`src/rtl/buffer_reduce_pkg.sv`:
```
// Shared definitions for the buffer reduction engine: operator encodings,
// FSM state encoding and the per-operator accumulator identity values.
package buffer_reduce_pkg;

    localparam logic [1:0] MODE_SUM = 2'd0;
    localparam logic [1:0] MODE_MIN = 2'd1;
    localparam logic [1:0] MODE_MAX = 2'd2;
    localparam logic [1:0] MODE_XOR = 2'd3;

    typedef enum logic [1:0] {
        ST_IDLE  = 2'd0,
        ST_READ  = 2'd1,
        ST_STORE = 2'd2,
        ST_DONE  = 2'd3
    } state_e;

    // Identities are built at a fixed wide width and truncated by the caller,
    // so one function serves every data width up to IDENT_W.
    localparam int IDENT_W = 64;

    // Operator identity: 0 for sum/xor, largest signed value for min,
    // smallest signed value for max, all expressed for a dataW-bit word.
    function automatic logic [IDENT_W-1:0] identityValue(input logic [1:0] mode,
                                                         input int dataW);
        logic [IDENT_W-1:0] signBit;
        signBit = IDENT_W'(1) << (dataW - 1);
        case (mode)
            MODE_MIN: identityValue = signBit - IDENT_W'(1);
            MODE_MAX: identityValue = ~(signBit - IDENT_W'(1));
            default:  identityValue = '0;
        endcase
    endfunction

endpackage

```
`src/rtl/buffer_reduce_alu.sv`:
```
// Combinational fold operator: combines the running accumulator with one
// element according to the selected mode. Kept standalone so that a
// multi-lane engine can instantiate several copies.
module reduce_alu
    import buffer_reduce_pkg::*;
#(
    parameter int DATA_W = 32
) (
    input  logic [DATA_W-1:0] acc_i,
    input  logic [1:0]        mode_i,
    input  logic [DATA_W-1:0] data_i,
    output logic [DATA_W-1:0] result_o
);

    // Select the operator; min/max keep the accumulator on a tie.
    always_comb begin
        result_o = acc_i;
        case (mode_i)
            MODE_SUM: result_o = acc_i + data_i;
            MODE_MIN: result_o = ($signed(data_i) < $signed(acc_i)) ? data_i : acc_i;
            MODE_MAX: result_o = ($signed(data_i) > $signed(acc_i)) ? data_i : acc_i;
            MODE_XOR: result_o = acc_i ^ data_i;
            default:  result_o = acc_i;
        endcase
    end

endmodule

```
`src/rtl/buffer_reduce.sv`:
```
// Memory-mapped reduction engine: walks a strided word buffer through a
// data-memory master port, folds each element into an accumulator and
// stores the final value to a destination address.
module buffer_reduce
    import buffer_reduce_pkg::*;
#(
    parameter int DATA_W = 32,
    parameter int ADDR_W = 32,
    parameter int LEN_W  = 16
) (
    input  logic              clk,
    input  logic              reset,
    input  logic              start,
    input  logic [ADDR_W-1:0] base_addr,
    input  logic [ADDR_W-1:0] dst_addr,
    input  logic [LEN_W-1:0]  length,
    input  logic [ADDR_W-1:0] stride,
    input  logic [1:0]        mode,
    output logic              busy,
    output logic              done,
    output logic [DATA_W-1:0] result,
    output logic [31:0]       cycles,
    output logic              mem_req,
    output logic              mem_we,
    output logic [ADDR_W-1:0] mem_addr,
    output logic [DATA_W-1:0] mem_wdata,
    input  logic              mem_ready,
    input  logic [DATA_W-1:0] mem_rdata
);

    state_e              state_q, state_d;
    logic [ADDR_W-1:0]   ptr_q, ptr_d;
    logic [ADDR_W-1:0]   dst_q, dst_d;
    logic [ADDR_W-1:0]   stride_q, stride_d;
    logic [LEN_W-1:0]    remain_q, remain_d;
    logic [1:0]          mode_q, mode_d;
    logic [DATA_W-1:0]   acc_q, acc_d;
    logic [DATA_W-1:0]   result_q, result_d;
    logic [31:0]         count_q, count_d;
    logic [31:0]         cycles_q, cycles_d;

    logic                startAccept;
    logic                loadAccept;
    logic                storeAccept;
    logic                running;
    logic [DATA_W-1:0]   aluOut;
    logic [IDENT_W-1:0]  identWide;
    logic [DATA_W-1:0]   accInit;

    assign startAccept = (state_q == ST_IDLE) && start;
    assign loadAccept  = (state_q == ST_READ) && mem_ready;
    assign storeAccept = (state_q == ST_STORE) && mem_ready;
    assign running     = (state_q == ST_READ) || (state_q == ST_STORE);

    // The identity follows the mode presented with start, not the latched one.
    assign identWide = identityValue(mode, DATA_W);
    assign accInit   = identWide[DATA_W-1:0];

    reduce_alu #(.DATA_W(DATA_W)) u_alu (
        .acc_i    (acc_q),
        .mode_i   (mode_q),
        .data_i   (mem_rdata),
        .result_o (aluOut)
    );

    // FSM state register.
    always_ff @(posedge clk or posedge reset) begin
        if (reset) begin
            state_q <= ST_IDLE;
        end else begin
            state_q <= state_d;
        end
    end

    // FSM next state: skip READ for an empty buffer, leave READ on the last element.
    always_comb begin
        state_d = state_q;
        case (state_q)
            ST_IDLE: begin
                if (start) begin
                    state_d = (length != '0) ? ST_READ : ST_STORE;
                end
            end
            ST_READ: begin
                if (mem_ready && (remain_q == LEN_W'(1))) begin
                    state_d = ST_STORE;
                end
            end
            ST_STORE: begin
                if (mem_ready) begin
                    state_d = ST_DONE;
                end
            end
            ST_DONE: state_d = ST_IDLE;
            default: state_d = ST_IDLE;
        endcase
    end

    // FSM outputs: the request is decoded from registered state only, so it
    // stays stable for as long as the memory holds off mem_ready.
    always_comb begin
        busy      = running;
        done      = (state_q == ST_DONE);
        mem_req   = running;
        mem_we    = (state_q == ST_STORE);
        mem_addr  = '0;
        mem_wdata = '0;
        if (state_q == ST_READ) begin
            mem_addr = ptr_q;
        end else if (state_q == ST_STORE) begin
            mem_addr  = dst_q;
            mem_wdata = acc_q;
        end
    end

    // Datapath next state: latch the job on start, fold and advance on each
    // accepted load, count busy cycles with saturation, publish on completion.
    always_comb begin
        ptr_d    = ptr_q;
        dst_d    = dst_q;
        stride_d = stride_q;
        remain_d = remain_q;
        mode_d   = mode_q;
        acc_d    = acc_q;
        result_d = result_q;
        count_d  = count_q;
        cycles_d = cycles_q;
        if (startAccept) begin
            ptr_d    = base_addr;
            dst_d    = dst_addr;
            stride_d = stride;
            remain_d = length;
            mode_d   = mode;
            acc_d    = accInit;
            count_d  = '0;
        end
        if (loadAccept) begin
            acc_d    = aluOut;
            ptr_d    = ptr_q + stride_q;
            remain_d = remain_q - LEN_W'(1);
        end
        if (running && (count_q != '1)) begin
            count_d = count_q + 32'd1;
        end
        if (storeAccept) begin
            result_d = acc_q;
        end
        if (state_q == ST_DONE) begin
            cycles_d = count_q;
        end
    end

    // Datapath registers; reset clears the reported result and cycle count too.
    always_ff @(posedge clk or posedge reset) begin
        if (reset) begin
            ptr_q    <= '0;
            dst_q    <= '0;
            stride_q <= '0;
            remain_q <= '0;
            mode_q   <= MODE_SUM;
            acc_q    <= '0;
            result_q <= '0;
            count_q  <= '0;
            cycles_q <= '0;
        end else begin
            ptr_q    <= ptr_d;
            dst_q    <= dst_d;
            stride_q <= stride_d;
            remain_q <= remain_d;
            mode_q   <= mode_d;
            acc_q    <= acc_d;
            result_q <= result_d;
            count_q  <= count_d;
            cycles_q <= cycles_d;
        end
    end

    assign result = result_q;
    assign cycles = cycles_q;

endmodule

```
`config.mk`:
```
export PLATFORM = sky130hd
export DESIGN_NAME = buffer_reduce
export DESIGN_NICKNAME = d
export VERILOG_FILES = /design/src/rtl/buffer_reduce_pkg.sv /design/src/rtl/buffer_reduce_alu.sv /design/src/rtl/buffer_reduce.sv
export SDC_FILE = /design/constraint.sdc
export NUM_CORES = 1
export LEC_CHECK = 0
export BUFFER_PORTS_ARGS = -buffer_cell sky130_fd_sc_hd__buf_2
export CORE_ASPECT_RATIO = 0.6
export CORE_MARGIN = 10
export CORE_UTILIZATION = 41
export DETAILED_ROUTE_END_ITERATION = 7
export PLACE_DENSITY_LB_ADDON = 0.1
export SETUP_SLACK_MARGIN = 0.02
export SLEW_MARGIN = 20
export SYNTH_ARGS = -nofsm -noshare
export SYNTH_HDL_FRONTEND = slang
export SYNTH_SLANG_ARGS = --single-unit
```
`constraint.sdc`:
```
create_clock -name clk -period 11.1 [get_ports clk]
set_clock_uncertainty 0.15 [all_clocks]
set_input_delay 1.11 -clock clk [delete_from_list [all_inputs] [get_ports clk]]
set_output_delay 1.11 -clock clk [all_outputs]
set_load 0.05 [all_outputs]
```
* Word level (Yosys, flattened, before mapping) *
Index checks and enable logic that the tools add are counted.

word-level totals
  logic and storage cells = 66
  output and inout bits = 132
  flip-flop bits (word level) = 244

operators by class
  eq/ne operators = 15
  reduce and logical (&&, ||, !) cells = 13
  bitwise logic cells = 1
  add/sub/neg operators = 4
  $lt $le $gt $ge = 2
  multiplexer cells = 21

operators with widths
  operator                                                               count
  32-bit two-way mux                                                     12
  32-bit one-hot mux with 4 select lines                                 1
  32-bit adder                                                           2
  32-bit one-hot mux with 2 select lines                                 1
  32-bit by 1-bit adder with 32-bit output (second input constant)       1
  32-bit > comparator                                                    1
  32-bit less-than comparator                                            1
  16-bit two-way mux                                                     2
  32-bit != test (second input constant)                                 1
  32-bit bitwise XOR                                                     1
  16-bit by 1-bit == test with 1-bit output (second input constant)      1
  16-bit nonzero test                                                    1
  16-bit by 1-bit subtractor with 16-bit output (second input constant)  1
  2-bit == test (second input constant)                                  5
  2-bit two-way mux                                                      4
  2-bit one-hot mux with 4 select lines                                  1
  2-bit by 1-bit == test with 1-bit output (second input constant)       3
  3-bit by 2-bit != test with 1-bit output (second input constant)       2
  3-bit AND reduction                                                    2
  1-bit logical AND                                                      5
  2-bit logical NOT                                                      2
  2-bit != test (second input constant)                                  2
  2-bit nonzero test                                                     2
  2-bit by 1-bit != test with 1-bit output (second input constant)       1
  1-bit logical OR                                                       1

* Longest topological paths before layout *
  depth in word-level cells = 4
  mapped depth = 14
  mapped depth without buffers = 13

* Cells and area by module *
A second synthesis with hierarchy kept.

second synthesis, totals
  cells, all modules = 1,710
  area total of the unflattened synthesis = 16,455.8 um^2

by module, submodules not included
  module         times used  cells an instance  area an instance (um^2)  sequential area each (um^2)
  buffer_reduce  1           1,114              12,424.4                 6,105.9
  reduce_alu     1           596                4,031.4                  0.0

* Worst setup path after synthesis *
No wires, ideal clock.

  kind = input port to flip-flop
  start = input port mem_rdata[14]
  end = register acc_q[0]
  setup time = 0.125 ns
  arrival time = 3.903 ns
  buffers on the path = 2
  slack = 6.922 ns
  stages = 12
  cell sequence = ha_1 buf_2 nand4_1 or4_1 a21oi_1 a2111oi_0 o21ai_1 mux2_1 and3_1 a311oi_4 buf_6 mux2_2

on the way
  longest elaborated chain between the ends = 3
  elaborated cells on any way between the ends = 5
  classes of those cells = order compare: 2; eq/ne: 2; reduce/logical: 1

ends and longest elaborated chain
  item                                                                line                                              source
  start: declaration                                                  buffer_reduce.sv:28                               input logic [DATA_W-1:0] mem_rdata
  32-bit > comparator or 32-bit less-than comparator (tied branches)  buffer_reduce_alu.sv:21, buffer_reduce_alu.sv:20
  3-bit by 2-bit != test with 1-bit output (no line)                  -
  3-bit AND reduction (no line) (*)                                   -
  end signal: assignment                                              buffer_reduce.sv:161                              acc_q <= '0;
  end signal: assignment                                              buffer_reduce.sv:171                              acc_q <= acc_d;
  end: declaration                                                    buffer_reduce.sv:37                               logic [DATA_W-1:0] acc_q, acc_d;

Every way passes the cells marked *; elsewhere a longest branch is shown, timed or not.
A chain may end at the register's enable or synchronous reset.

* Final worst setup path *
  start = input port mem_rdata[14]
  end = register acc_q[22]

on the way
  longest elaborated chain between the ends = 3
  elaborated cells on any way between the ends = 8
  classes of those cells = add/sub: 1; order compare: 2; eq/ne: 2; mux: 2; reduce/logical: 1

ends and longest elaborated chain
  item                                                                                                line                     source
  32-bit adder, or another cell as far along                                                          buffer_reduce_alu.sv:19  MODE_SUM: result_o = acc_i + data_i;
  32-bit one-hot mux with 4 select lines or 3-bit by 2-bit != test with 1-bit output (tied branches)  -
  32-bit two-way mux or 3-bit AND reduction (tied branches)                                           -

Several ways; a longest one is shown, not always the timed one.

==> flow_metrics.env <==
export IMPL_synth_edf_count=0
export IMPL_critPathLaunchType="input pin"
export IMPL_synth_flop_cell="dfrtp_1"
export IMPL_path_delay_family="compound AO/OA/AOI/OAI gates"
export IMPL_dpl_hpwl_mm=38.6
export IMPL_whs_endpoint="dst_q[9]"
export IMPL_tightest_slew_ns=1.00
export IMPL_synth_warnings=0
export IMPL_path_clk_slew_ns=0.06
export IMPL_relSlewSlack_pct=31.3
export IMPL_clk_latency_ns=0.55
export IMPL_slew_viol_final=0
export IMPL_antenna_found_initial=5
export IMPL_root_buffer="clkbuf_16"
export IMPL_drc=0
export IMPL_path_max_fanout=31
export IMPL_start_util_pct=41.9
export IMPL_rrSetupSlack_ns=6.17
export IMPL_regArea_um2=6110
export IMPL_htreeDepth=1
export IMPL_min_path_cells=2
export IMPL_ff2ff_path_depth=13
export IMPL_r2r_start="acc_q[14]"
export IMPL_grt_pass1_vias=14061
export IMPL_synth_fp_nets=2096
export IMPL_cts_resized=0
export IMPL_worstPathArrival_ns=5.35
export IMPL_vias=14413
export IMPL_status="completed"
export IMPL_p_per_area_nw_per_um2=346
export IMPL_peakVddDrop_mv=0.189
export IMPL_ctsHoldBuffers=0
export IMPL_groute_usage_overall_pct=22.2
export IMPL_grt_overflow=0
export IMPL_finalWirelength_mm=52.6
export IMPL_synthCells=1838
export IMPL_ant_nets=0
export IMPL_drt_iter0_drc=1277
export IMPL_p_leak_nw=9.02
export IMPL_first_pass_iters=5
export IMPL_hp_class="register to register"
export IMPL_io_buffer_count=281
export IMPL_ctsLongestPathBuffers=3
export IMPL_die_h_um=170
export IMPL_drv_cap=0
export IMPL_place_congestion=0.958
export IMPL_finalSetupViolCount=0
export IMPL_path_cells="buf_2 -> ha_1 -> nand4_1 -> or4_1 -> a21oi_1 -> a2111oi_0 -> o21ai_1 -> mux2_1 -> and3_1 -> a311oi_4 -> buf_4 -> nand2_2 -> o32a_1"
export IMPL_hp_start="dst_q[9]"
export IMPL_slowest_delay_ns=0.82
export IMPL_cts_buffers_inserted=26
export IMPL_crit_cells=13
export IMPL_fin_setup_tns_ns=0
export IMPL_fillers=3619
export IMPL_pre_cts_slack_ns=5.52
export IMPL_max_freq_mhz=197
export IMPL_rows=54
export IMPL_synth_seq_area_share_pct=39.8
export IMPL_finalCritPeriodShare_pct=45.7
export IMPL_hold_viol=0
export IMPL_ios=282
export IMPL_dieArea_um2=45800
export IMPL_viasPerCell=5.55
export IMPL_cp_data_required_time_ns=11.38
export IMPL_grt_pass1_wl_mm=82.6
export IMPL_syn2layout_area_growth_pct=17.8
export IMPL_async_flop_share_pct=100
export IMPL_multi_input_area_um2=8570
export IMPL_r2r_end="acc_q[22]"
export IMPL_critPathBufInv=2
export IMPL_wl_per_cell_um=20.3
export IMPL_drive_gt1_share_pct=19.0
export IMPL_die_x_um=270
export IMPL_cts_sinks=244
export IMPL_ys_ff_latch=244
export IMPL_avgSynthCellArea_um2=8.35
export IMPL_grt_setup_unrepaired="no"
export IMPL_fin_nets=2327
export IMPL_grt_max_degree=94
export IMPL_syn_area_um2=15300
export IMPL_cts_tree="yes"
export IMPL_fin_crit_ns=5.08
export IMPL_ys_types=71
export IMPL_cts_setup_buffers=0
export IMPL_setup_ws_ns=6.02
export IMPL_end_kind="register"
export IMPL_core_region_area_um2=36600
export IMPL_crit_slowest_cell="a311oi_4"
export IMPL_crit_type="input pin to register"
[power breakdown]
part | switching (W) | internal, W | total (W)
Sequential | 0.000292 | 0.00125 | 0.00154
Combinational | 0.00259 | 0.00120 | 0.00379
Clock | 0.000385 | 0.000539 | 0.000924
Total | 0.00327 | 0.00299 | 0.00626
[metal layers]
metal	global-route usage [%]	wire length [um]
met5	0	15
met3	5.14	3890
met1	33.9	26600
met2	31.0	21100
met4	4.48	914
[layout make-up]
type,count,share of cell area [%]
Clock buffer,34,3.88
Tap cell,504,3.49
Inverter,90,1.91
Clock inverter,12,0.997
Antenna cell,4,0.0554
Timing Repair Buffer,298,8.49
Sequential cell,244,33.8
Multi-Input combinational cell,1409,47.4
[layout by cell type (no fill, tap or decap), types with 32 or more instances in the layout]
cell type  netlist  layout
dfrtp_1        244     244
inv_1           89      88
nand2_1        392     389
a22o_1          32      32
nor2_1         129     127
o21ai_0        135     135
nor3_1          54      54
ha_1           106     105
nand3_1         44      44
mux2_2          39      39
a21oi_1        117     117
buf_2            7     281
a31oi_1         35      35
[stage by stage]
stage          total power (W)  instances  hold slack [ns]  utilization (%)  area, um2
6_report               0.00626       2595            0.326             49.4      18100
3_3_place_gp           0.00527       2545            0.308             46.9      17200
2_1_floorplan          0.00431       1838            0.283                -      15300
5_1_grt                0.00675       2595            0.345             49.4      18100
4_1_cts                0.00626       2591            0.329             49.3      18100
3_5_place_dp           0.00531       2545            0.313             46.9      17200
[sequential cells by signal, summed over array words and instances, names as in the netlist]
name and cells:
ptr_q 32, result 32, stride_q 32, cycles 32, acc_q 32, remain_q 16, mode_q 2, dst_q 32
count_q 32, state_q 2
[worst max path at each step]
stage                   from   endpoint  slack (ns)
2_1_floorplan          reset   acc_q[0]        3.14
4_1_cts        mem_rdata[14]  acc_q[22]        6.11
3_3_place_gp   mem_rdata[14]  acc_q[22]        5.60
6_report       mem_rdata[14]  acc_q[22]        6.02
3_5_place_dp   mem_rdata[14]  acc_q[22]        5.52
5_1_grt        mem_rdata[14]  acc_q[22]        5.71
[synth_stat cells, drive strengths merged, types with 5 or more instances]
master | instances | area (um2)
o21a | 7 | 52.6
nor2 | 129 | 484
nor2b | 11 | 68.8
a221oi | 14 | 129
o21ai | 137 | 686
a21o | 23 | 173
o21bai | 15 | 113
o31ai | 17 | 133
nand2b | 20 | 125
inv | 89 | 334
o211ai | 8 | 60.1
or2 | 5 | 31.3
a211o | 5 | 43.8
xnor2 | 25 | 219
nand4 | 8 | 50.1
a32oi | 6 | 52.6
xor2 | 7 | 61.3
and2 | 7 | 43.8
nor3 | 54 | 270
mux2i | 14 | 140
nor4 | 11 | 68.8
dfrtp | 244 | 6110
and3 | 24 | 150
a22oi | 6 | 45.0
or4 | 7 | 52.6
nand2 | 393 | 1480
a2111oi | 5 | 43.8
a21oi | 117 | 586
nand3 | 44 | 220
a211oi | 12 | 90.1
a31oi | 35 | 219
mux2 | 40 | 450
clkbuf | 76 | 285
buf | 19 | 91.3
or3 | 8 | 50.1
a221o | 5 | 50.1
ha | 106 | 1330
a22o | 32 | 280
o221ai | 8 | 70.1
a21boi | 5 | 37.5
[tightest hold or removal path, stage by stage (launching register included)]
cell     delay (ns)
dfrtp_1        0.34
nand2_1        0.05
nand2_1        0.06
[kinds of logic after synthesis]
kind of cell             count (synthesis)  synth area share [%]
adder cells (fa/ha/maj)                108                  8.90
AO/OA/AOI/OAI                          484                  20.3
multiplexers                            54                  3.85
flip-flops                             244                  39.8
XOR/XNOR                                32                  1.83
buffers and inverters                  185                  4.66
AND/OR/NAND/NOR                        731                  20.7
No activity file was read; power rests on OpenSTA's default activity.
